File: config.mk
export PLATFORM = sky130hd
export DESIGN_NAME = dmem_wbuf
export DESIGN_NICKNAME = d
export VERILOG_FILES = /design/src/rtl/dmem_wbuf.sv
export SDC_FILE = /design/constraint.sdc
export NUM_CORES = 1
export LEC_CHECK = 0
export ABC_AREA = 1
export CORE_MARGIN = 4
export CORE_UTILIZATION = 59
export CTS_BUF_LIST = sky130_fd_sc_hd__clkbuf_8 sky130_fd_sc_hd__clkbuf_16
export DETAILED_ROUTE_END_ITERATION = 10
export HOLD_SLACK_MARGIN = 0.03
export PLACE_DENSITY_LB_ADDON = 0.08
export SETUP_SLACK_MARGIN = 0.05
export SYNTH_ARGS = -nofsm -noshare
export SYNTH_HDL_FRONTEND = slang
export SYNTH_SLANG_ARGS = --single-unit
File: constraint.sdc
create_clock -name clk -period 10.8 [get_ports clk]
set_input_delay 2.16 -clock clk [delete_from_list [all_inputs] [get_ports clk]]
set_output_delay 2.16 -clock clk [all_outputs]
set_load 0.005 [all_outputs]
File: src/rtl/dmem_wbuf.sv
// Data-memory port with a posted-write FIFO in front of a req/ack single-port RAM.
// Define DMEM_WBUF_FWD_EN to let loads complete from matching buffered stores.
module dmem_wbuf #(
    parameter int DEPTH = 4
) (
    input  logic        clk,
    input  logic        reset,
    input  logic        MemWrite,
    input  logic        MemRead,
    input  logic [31:0] ALUResult,
    input  logic [31:0] WriteData,
    output logic [31:0] ReadData,
    output logic        Stall,
    output logic        ram_req,
    output logic        ram_we,
    output logic [29:0] ram_addr,
    output logic [31:0] ram_wdata,
    input  logic [31:0] ram_rdata,
    input  logic        ram_ack
);

`ifdef DMEM_WBUF_FWD_EN
    localparam bit FWD_EN = 1'b1;
`else
    localparam bit FWD_EN = 1'b0;
`endif

    localparam int PW = (DEPTH > 1) ? $clog2(DEPTH) : 1;
    localparam int CW = PW + 1;

    typedef enum logic [1:0] {IDLE, WRITE, READ} state_t;

    state_t        state_q, state_d;
    logic [PW-1:0] head_q, head_d;
    logic [PW-1:0] tail_q, tail_d;
    logic [CW-1:0] count_q, count_d;
    logic          rd_valid_q, rd_valid_d;
    logic [31:0]   rd_data_q, rd_data_d;
    logic          ram_req_q, ram_req_d;
    logic          ram_we_q, ram_we_d;
    logic [29:0]   ram_addr_q, ram_addr_d;
    logic [31:0]   ram_wdata_q, ram_wdata_d;

    logic [29:0]   addr_mem [DEPTH];
    logic [31:0]   data_mem [DEPTH];

    logic          is_load, full, push, pop;
    logic          fwd_hit, load_done, need_read;
    logic [31:0]   fwd_data;
    logic          unused_bits;

    assign unused_bits = ^ALUResult[1:0];

    // A simultaneous store and load is treated as a store only.
    assign is_load = MemRead & ~MemWrite;
    assign full    = (count_q == CW'(DEPTH));
    assign push    = MemWrite & ~full;
    assign pop     = (state_q == WRITE) & ram_ack;

    always_ff @(posedge clk) begin
        if (push) begin
            addr_mem[tail_q] <= ALUResult[31:2];
            data_mem[tail_q] <= WriteData;
        end
    end

    generate
        if (FWD_EN) begin : g_fwd
            logic [DEPTH-1:0] match;
            logic [31:0]      ent_data [DEPTH];
            // Entry gi is the gi-th oldest; higher gi means younger.
            for (genvar gi = 0; gi < DEPTH; gi++) begin : g_ent
                logic [PW-1:0] idx;
                assign idx           = head_q + PW'(gi);
                assign match[gi]     = (CW'(gi) < count_q) && (addr_mem[idx] == ALUResult[31:2]);
                assign ent_data[gi]  = data_mem[idx];
            end
            always_comb begin
                fwd_hit  = 1'b0;
                fwd_data = '0;
                for (int i = 0; i < DEPTH; i++) begin
                    if (match[i]) begin
                        fwd_hit  = 1'b1;
                        fwd_data = ent_data[i];
                    end
                end
            end
        end else begin : g_nofwd
            assign fwd_hit  = 1'b0;
            assign fwd_data = '0;
        end
    endgenerate

    assign load_done = is_load & (rd_valid_q | fwd_hit);
    // Without forwarding a load may only go to RAM once every older store has landed.
    assign need_read = is_load & ~rd_valid_q & ~fwd_hit & (FWD_EN || (count_q == '0));

    always_comb begin
        Stall    = 1'b0;
        ReadData = '0;
        if (reset) begin
            Stall = (MemWrite & full) | (is_load & ~load_done);
            if (is_load & rd_valid_q) begin
                ReadData = rd_data_q;
            end else if (is_load & fwd_hit) begin
                ReadData = fwd_data;
            end
        end
    end

    always_comb begin
        state_d    = state_q;
        head_d     = head_q;
        tail_d     = tail_q;
        rd_valid_d = rd_valid_q;
        rd_data_d  = rd_data_q;
        if (push) begin
            tail_d = tail_q + 1'b1;
        end
        if (pop) begin
            head_d = head_q + 1'b1;
        end
        count_d = count_q + CW'(push) - CW'(pop);
        if (is_load & rd_valid_q) begin
            rd_valid_d = 1'b0;
        end
        case (state_q)
            IDLE: begin
                if (need_read) begin
                    state_d = READ;
                end else if (count_q != '0) begin
                    state_d = WRITE;
                end
            end
            WRITE: begin
                if (ram_ack) begin
                    state_d = IDLE;
                end
            end
            READ: begin
                if (ram_ack) begin
                    rd_data_d  = ram_rdata;
                    rd_valid_d = 1'b1;
                    state_d    = IDLE;
                end
            end
            default: state_d = IDLE;
        endcase
    end

    // RAM port outputs are registered from the next state so they are glitch-free.
    always_comb begin
        ram_req_d   = (state_d != IDLE);
        ram_we_d    = (state_d == WRITE);
        ram_addr_d  = ram_addr_q;
        ram_wdata_d = ram_wdata_q;
        if (state_d == WRITE) begin
            ram_addr_d  = addr_mem[head_d];
            ram_wdata_d = data_mem[head_d];
        end else if (state_d == READ) begin
            ram_addr_d  = ALUResult[31:2];
        end
    end

    always_ff @(posedge clk or negedge reset) begin
        if (!reset) begin
            state_q     <= IDLE;
            head_q      <= '0;
            tail_q      <= '0;
            count_q     <= '0;
            rd_valid_q  <= 1'b0;
            rd_data_q   <= '0;
            ram_req_q   <= 1'b0;
            ram_we_q    <= 1'b0;
            ram_addr_q  <= '0;
            ram_wdata_q <= '0;
        end else begin
            state_q     <= state_d;
            head_q      <= head_d;
            tail_q      <= tail_d;
            count_q     <= count_d;
            rd_valid_q  <= rd_valid_d;
            rd_data_q   <= rd_data_d;
            ram_req_q   <= ram_req_d;
            ram_we_q    <= ram_we_d;
            ram_addr_q  <= ram_addr_d;
            ram_wdata_q <= ram_wdata_d;
        end
    end

    assign ram_req   = ram_req_q;
    assign ram_we    = ram_we_q;
    assign ram_addr  = ram_addr_q;
    assign ram_wdata = ram_wdata_q;

endmodule

Word level (Yosys, flattened, before mapping)
Memory sizes are Yosys's and may differ from the RTL's. A register that Yosys moved wholly into a read port is not among the register bits. Cells that the tools add are included.

Memories kept: 2. Logic and storage cells: 56. Input bits: 101. Bits in writable memories: 248. Register bits after elaboration: 74. Output and inout port bits: 97.

Memories: data_mem (words 4, bits a word 32, rd ports 1, clocked after memory_dff 1, wr ports 1, line 45) `logic [31:0] data_mem [DEPTH];`; addr_mem (words 4, bits a word 30, rd ports 1, clocked after memory_dff 0, wr ports 1, line 44) `logic [29:0] addr_mem [DEPTH];`.

Multiplexer cells: 15. Reductions and logical operators: 8. Bitwise operators: 13. Eq/ne operators: 5. Add/sub/neg operators: 4.

Operators with widths (number): $mux W32 (2); $mux W30 (2); $and A1 B1 Y1 (8); $mux W2 (4); $mux W1 (6); $add A2 B1 Y2 const B (2); $eq A2 B1 Y1 const B (2); $eq A2 B2 Y1 const B (2); $not A1 Y1 (4); $pmux W2 S2 (1); $reduce_bool A2 Y1 (2); $add A3 B1 Y3 (1); $eq A3 B3 Y1 const B (1); $logic_not A3 Y1 (1); $reduce_bool A3 Y1 (1); $sub A3 B1 Y3 (1); $logic_not A2 Y1 (1); $reduce_and A2 Y1 (1); $reduce_or A2 Y1 (1); $logic_not A1 Y1 (1); $or A1 B1 Y1 (1).

Logic depth before layout (Yosys ltp)
Word-level depth: 9. Gate-level depth with buffers: 14. Depth with buffers taken out: 12.

Least setup slack after synthesis
Ideal clock, no wire load.

Kind: input port to flip-flop. Start point: input MemWrite. End point: memory addr_mem[0][0], enable pin. Slack: 5.354 ns. Arrival time: 4.963 ns. Setup time: 0.482 ns. Path buffers: 0. Required time: 10.318 ns. Stages on the path: 2. Path through: o21ai_1 -> nor2_1.

Cells in the longest elaborated chain, start to end: 3.

Ends and longest elaborated chain: from (decl) (line 8) `input logic MemWrite,`; $and A1 B1 Y1 (line 57) `assign push = MemWrite & ~full;`; $mux W1 (line 61) `if (push) begin`; $mux W1 (not written as such) (line 62) `addr_mem[tail_q] <= ALUResult[31:2];`; to (decl) (line 44).

Every way passes these cells.

Worst setup path after layout
Start point: input reset. End point: output ReadData[27].

Cells in the longest elaborated chain, start to end: 1.

Ends and longest elaborated chain: from (decl) (line 7) `input logic reset,`; $mux W32 (line 101) `if (reset) begin`; to (decl) (line 12) `output logic [31:0] ReadData,`.

Every way passes these cells.

==> Implementation_results.wiki <==
{| class="wikitable"
! Metric !! Value
|-
| Status || finished, final reports clean
|-
| Number of antenna violations at the first check in global routing || 0
|-
| Max Fanout on Critical Path || 40
|-
| Worst Path Arrival || 4220 ps
|-
| Final hold viol count || 0
|-
| Post-synth top flop || sky130_fd_sc_hd__edfxtp_1
|-
| Buffer type at the clock tree root || sky130_fd_sc_hd__clkbuf_16
|-
| Clock sink total || 354
|-
| Total CTS buffers || 38
|-
| Total number of yosys warnings || 0
|-
| Placed Instance Area || 16900 µm²
|-
| Kind of start point of the critical path || input port
|-
| Height of the die || 166 µm
|-
| Via count of the first global-routing pass || 9968
|-
| Cells resized by post-CTS repair || 0
|-
| Average wire per standard cell || 16.1 µm
|-
| Fmax achieved || 157 MHz
|-
| Detailed Route Iter0 Violations || 575
|-
| Die Area || 27500 µm²
|-
| Sequential area share after synthesis || 68.7%
|-
| Number of nets produced by synthesis || 1579
|-
| Share of post-route cells with drive strength above 1 || 4.62%
|-
| Transition time at the pin with the least slew margin || 1190 ps
|-
| Global-route wire length before repair || 51500 µm
|-
| Post-route DRC violation count || 0
|-
| Setup repair bufs after CTS || 0
|-
| Total of hold buffers inserted after clock tree synthesis || 0
|-
| HPWL Detailed || 17900 µm
|-
| Number of flops mapped to enable cells by yosys || 248
|-
| Total Nets Final || 1755
|-
| Core Region || 24400 µm²
|-
| Via count || 10300
|-
| Overflow left after global routing || 0
|-
| Async set-reset flop share out of synthesis || 29.9%
|-
| Routability-driven placement congestion ratio || 0.793
|-
| Relative slew margins || 20.0%
|-
| All-Layer GR Usage || 23.0%
|-
| Starting density of the core || 60.2%
|-
| Most used cells in the layout excluding fill and tap cells || sky130_fd_sc_hd__nand2_1, sky130_fd_sc_hd__edfxtp_1, sky130_fd_sc_hd__clkdlybuf4s50_1, sky130_fd_sc_hd__inv_1, sky130_fd_sc_hd__nor2_1
|-
| Shortest clock period the worst path allows after layout || 6380 ps
|-
| Antenna Violating Nets Remaining || 0
|-
| H-tree depth || 2
|-
| Total wire length after detailed routing || 32100 µm
|-
| Reg clk slew, reported paths || 50 ps
|-
| Crit path capture type || output port
|-
| Post-route insts no fill || 1992
|-
| Number of fill cells in the layout || 1757
|-
| Unrepaired setup endpoints after global routing || no
|-
| Post-synthesis to final-layout area growth || 22.6%
|-
| Total negative slack for setup checks || 0 ps
|-
| Longest Clk Path Bufs || 3
|-
| Die Span X || 166 µm
|-
| WHS || 472 ps
|-
| Maximum clock skew at final layout || 21.2 ps
|-
| Most common library cell in the layout ignoring fill and taps || sky130_fd_sc_hd__nand2_1
|-
| Synth Area per Inst || 10.0 µm²
|-
| Max-cap violations || 0
|-
| Final count of pins violating max slew || 0
|-
| Number of synthesized register bits || 354
|-
| Path class of the lowest-slack min-delay path || register to register
|-
| Final period utilization || 59.1%
|-
| IO Pins || 198
|-
| DR pass1 iterations || 5
|-
| Number of standard cells after synthesis || 1464
|-
| Number of setup violations in the final report || 0
|-
| Critical Setup Path Class || input port to output port
|-
| Number of inserted diodes || 0
|-
| Clock tree from TritonCTS || built
|-
| Clock Latency Late Sink || 520 ps
|-
| Total power divided by cell area || 287 nW/µm²
|-
| Critical Path RT || 8640 ps
|-
| Peak supply drop || 0.000268 V
|-
| Row Count || 57
|-
| Leak pwr || 8.10 nW
|-
| Final cell area excluding filler cells || 18000 µm²
|-
| Count of port buffers added during placement || 195
|-
| Syn Std Cell Area || 14700 µm²
|-
| Vias per std cell || 5.18
|-
| Cells after DPL || 1924
|-
| Fraction of the core area covered by cells at the end of the flow || 73.8%
|-
| Maximum number of pins on one net before global-route repair || 101
|-
| Number of unique standard cell types used by synthesis || 26
|}
critical path: stages:
cell,delay [ps]
sky130_fd_sc_hd__buf_4,470
sky130_fd_sc_hd__nand4_1,540
sky130_fd_sc_hd__buf_4,400
sky130_fd_sc_hd__nor2_1,120
sky130_fd_sc_hd__clkdlybuf4s50_1,510
through the flow:
step                      total power [mW]  setup slack [ps]
after detailed placement              4.03              4350
after global routing                  5.56              4180
after CTS                             5.21              4340
after floorplan                       3.32              5350
final                                 5.16              4420
after global placement                3.96              4420
registers in the layout, indices dropped and copies added (netlist names), 2 cells and up:
signal     count
state_q        2
head_q         2
rd_data_q     32
tail_q         2
ram_wdata     32
addr_mem     120
ram_addr      30
data_mem     128
count_q        3
area by class of cell:
| type | instances | area (µm²) | area share (%) |
|---|---|---|---|
| clock inverters | 25 | 108 | 0.597 |
| clock buffers | 43 | 1030 | 5.72 |
| repair buffers | 209 | 2050 | 11.4 |
| inverters | 117 | 439 | 2.44 |
| flip-flops and latches | 354 | 10100 | 56.1 |
| multi-input cells | 920 | 3870 | 21.5 |
| well taps | 324 | 405 | 2.25 |
cell usage after synthesis (all sizes together) (2+ instances only):
master  number  area, µm²
dfrtp      106       2650
nand2      607       2290
nor3         2       10.0
clkbuf      44        169
a21oi       34        170
nor2       130        488
ha          13        163
buf         29        161
xor2         2       17.5
edfxtp     248       7450
nand4        2       12.5
inv        116        435
nand3      124        626
o21ai        3       15.0
per-layer routing:
metal / routed length (µm) / GRT usage [%] / vias up / part of all wire [%]
met3: 2080 / 4.21 / 53 / 6.5
met1: 13700 / 30.9 / 4906 / 43
met4: 694 / 6.64 / 0 / 2.2
li1: - / - / 5033 / -
met5: 0 / 0 / - / 0
met2: 15600 / 39.0 / 322 / 49
path summary, 6_finish.rpt:
check | from | to | slack (ps) | cells after the start
min | ram_wdata[12] | ram_wdata[12] | 470 | 2
min reg2reg | ram_wdata[12] | ram_wdata[12] | 470 | 2
max reg2reg | state_q[1] | ram_addr[23] | 7230 | 11
max in group asynchronous | reset | ram_addr[13] | 7820 | 2
max | reset | ReadData[27] | 4420 | 5
min in group asynchronous | reset | ram_wdata[18] | 1640 | 1
power breakdown:
group / switching (mW) / internal (mW) / leakage, nW
Sequential: 0.130 / 1.87 / 3.47
Clock: 0.491 / 0.678 / 0.612
Combinational: 1.29 / 0.701 / 4.02
Total: 1.91 / 3.25 / 8.10
cells by family after synthesis:
group / count (synthesis) / share of synthesized area, %
AND/OR/NAND/NOR: 865 / 23.3
flip-flops: 354 / 68.7
buffers and inverters: 190 / 5.24
AO/OA/AOI/OAI: 38 / 1.31
adder cells (fa/ha/maj): 14 / 1.24
XOR/XNOR: 3 / 0.179
(Power assumes the default switching activity.)
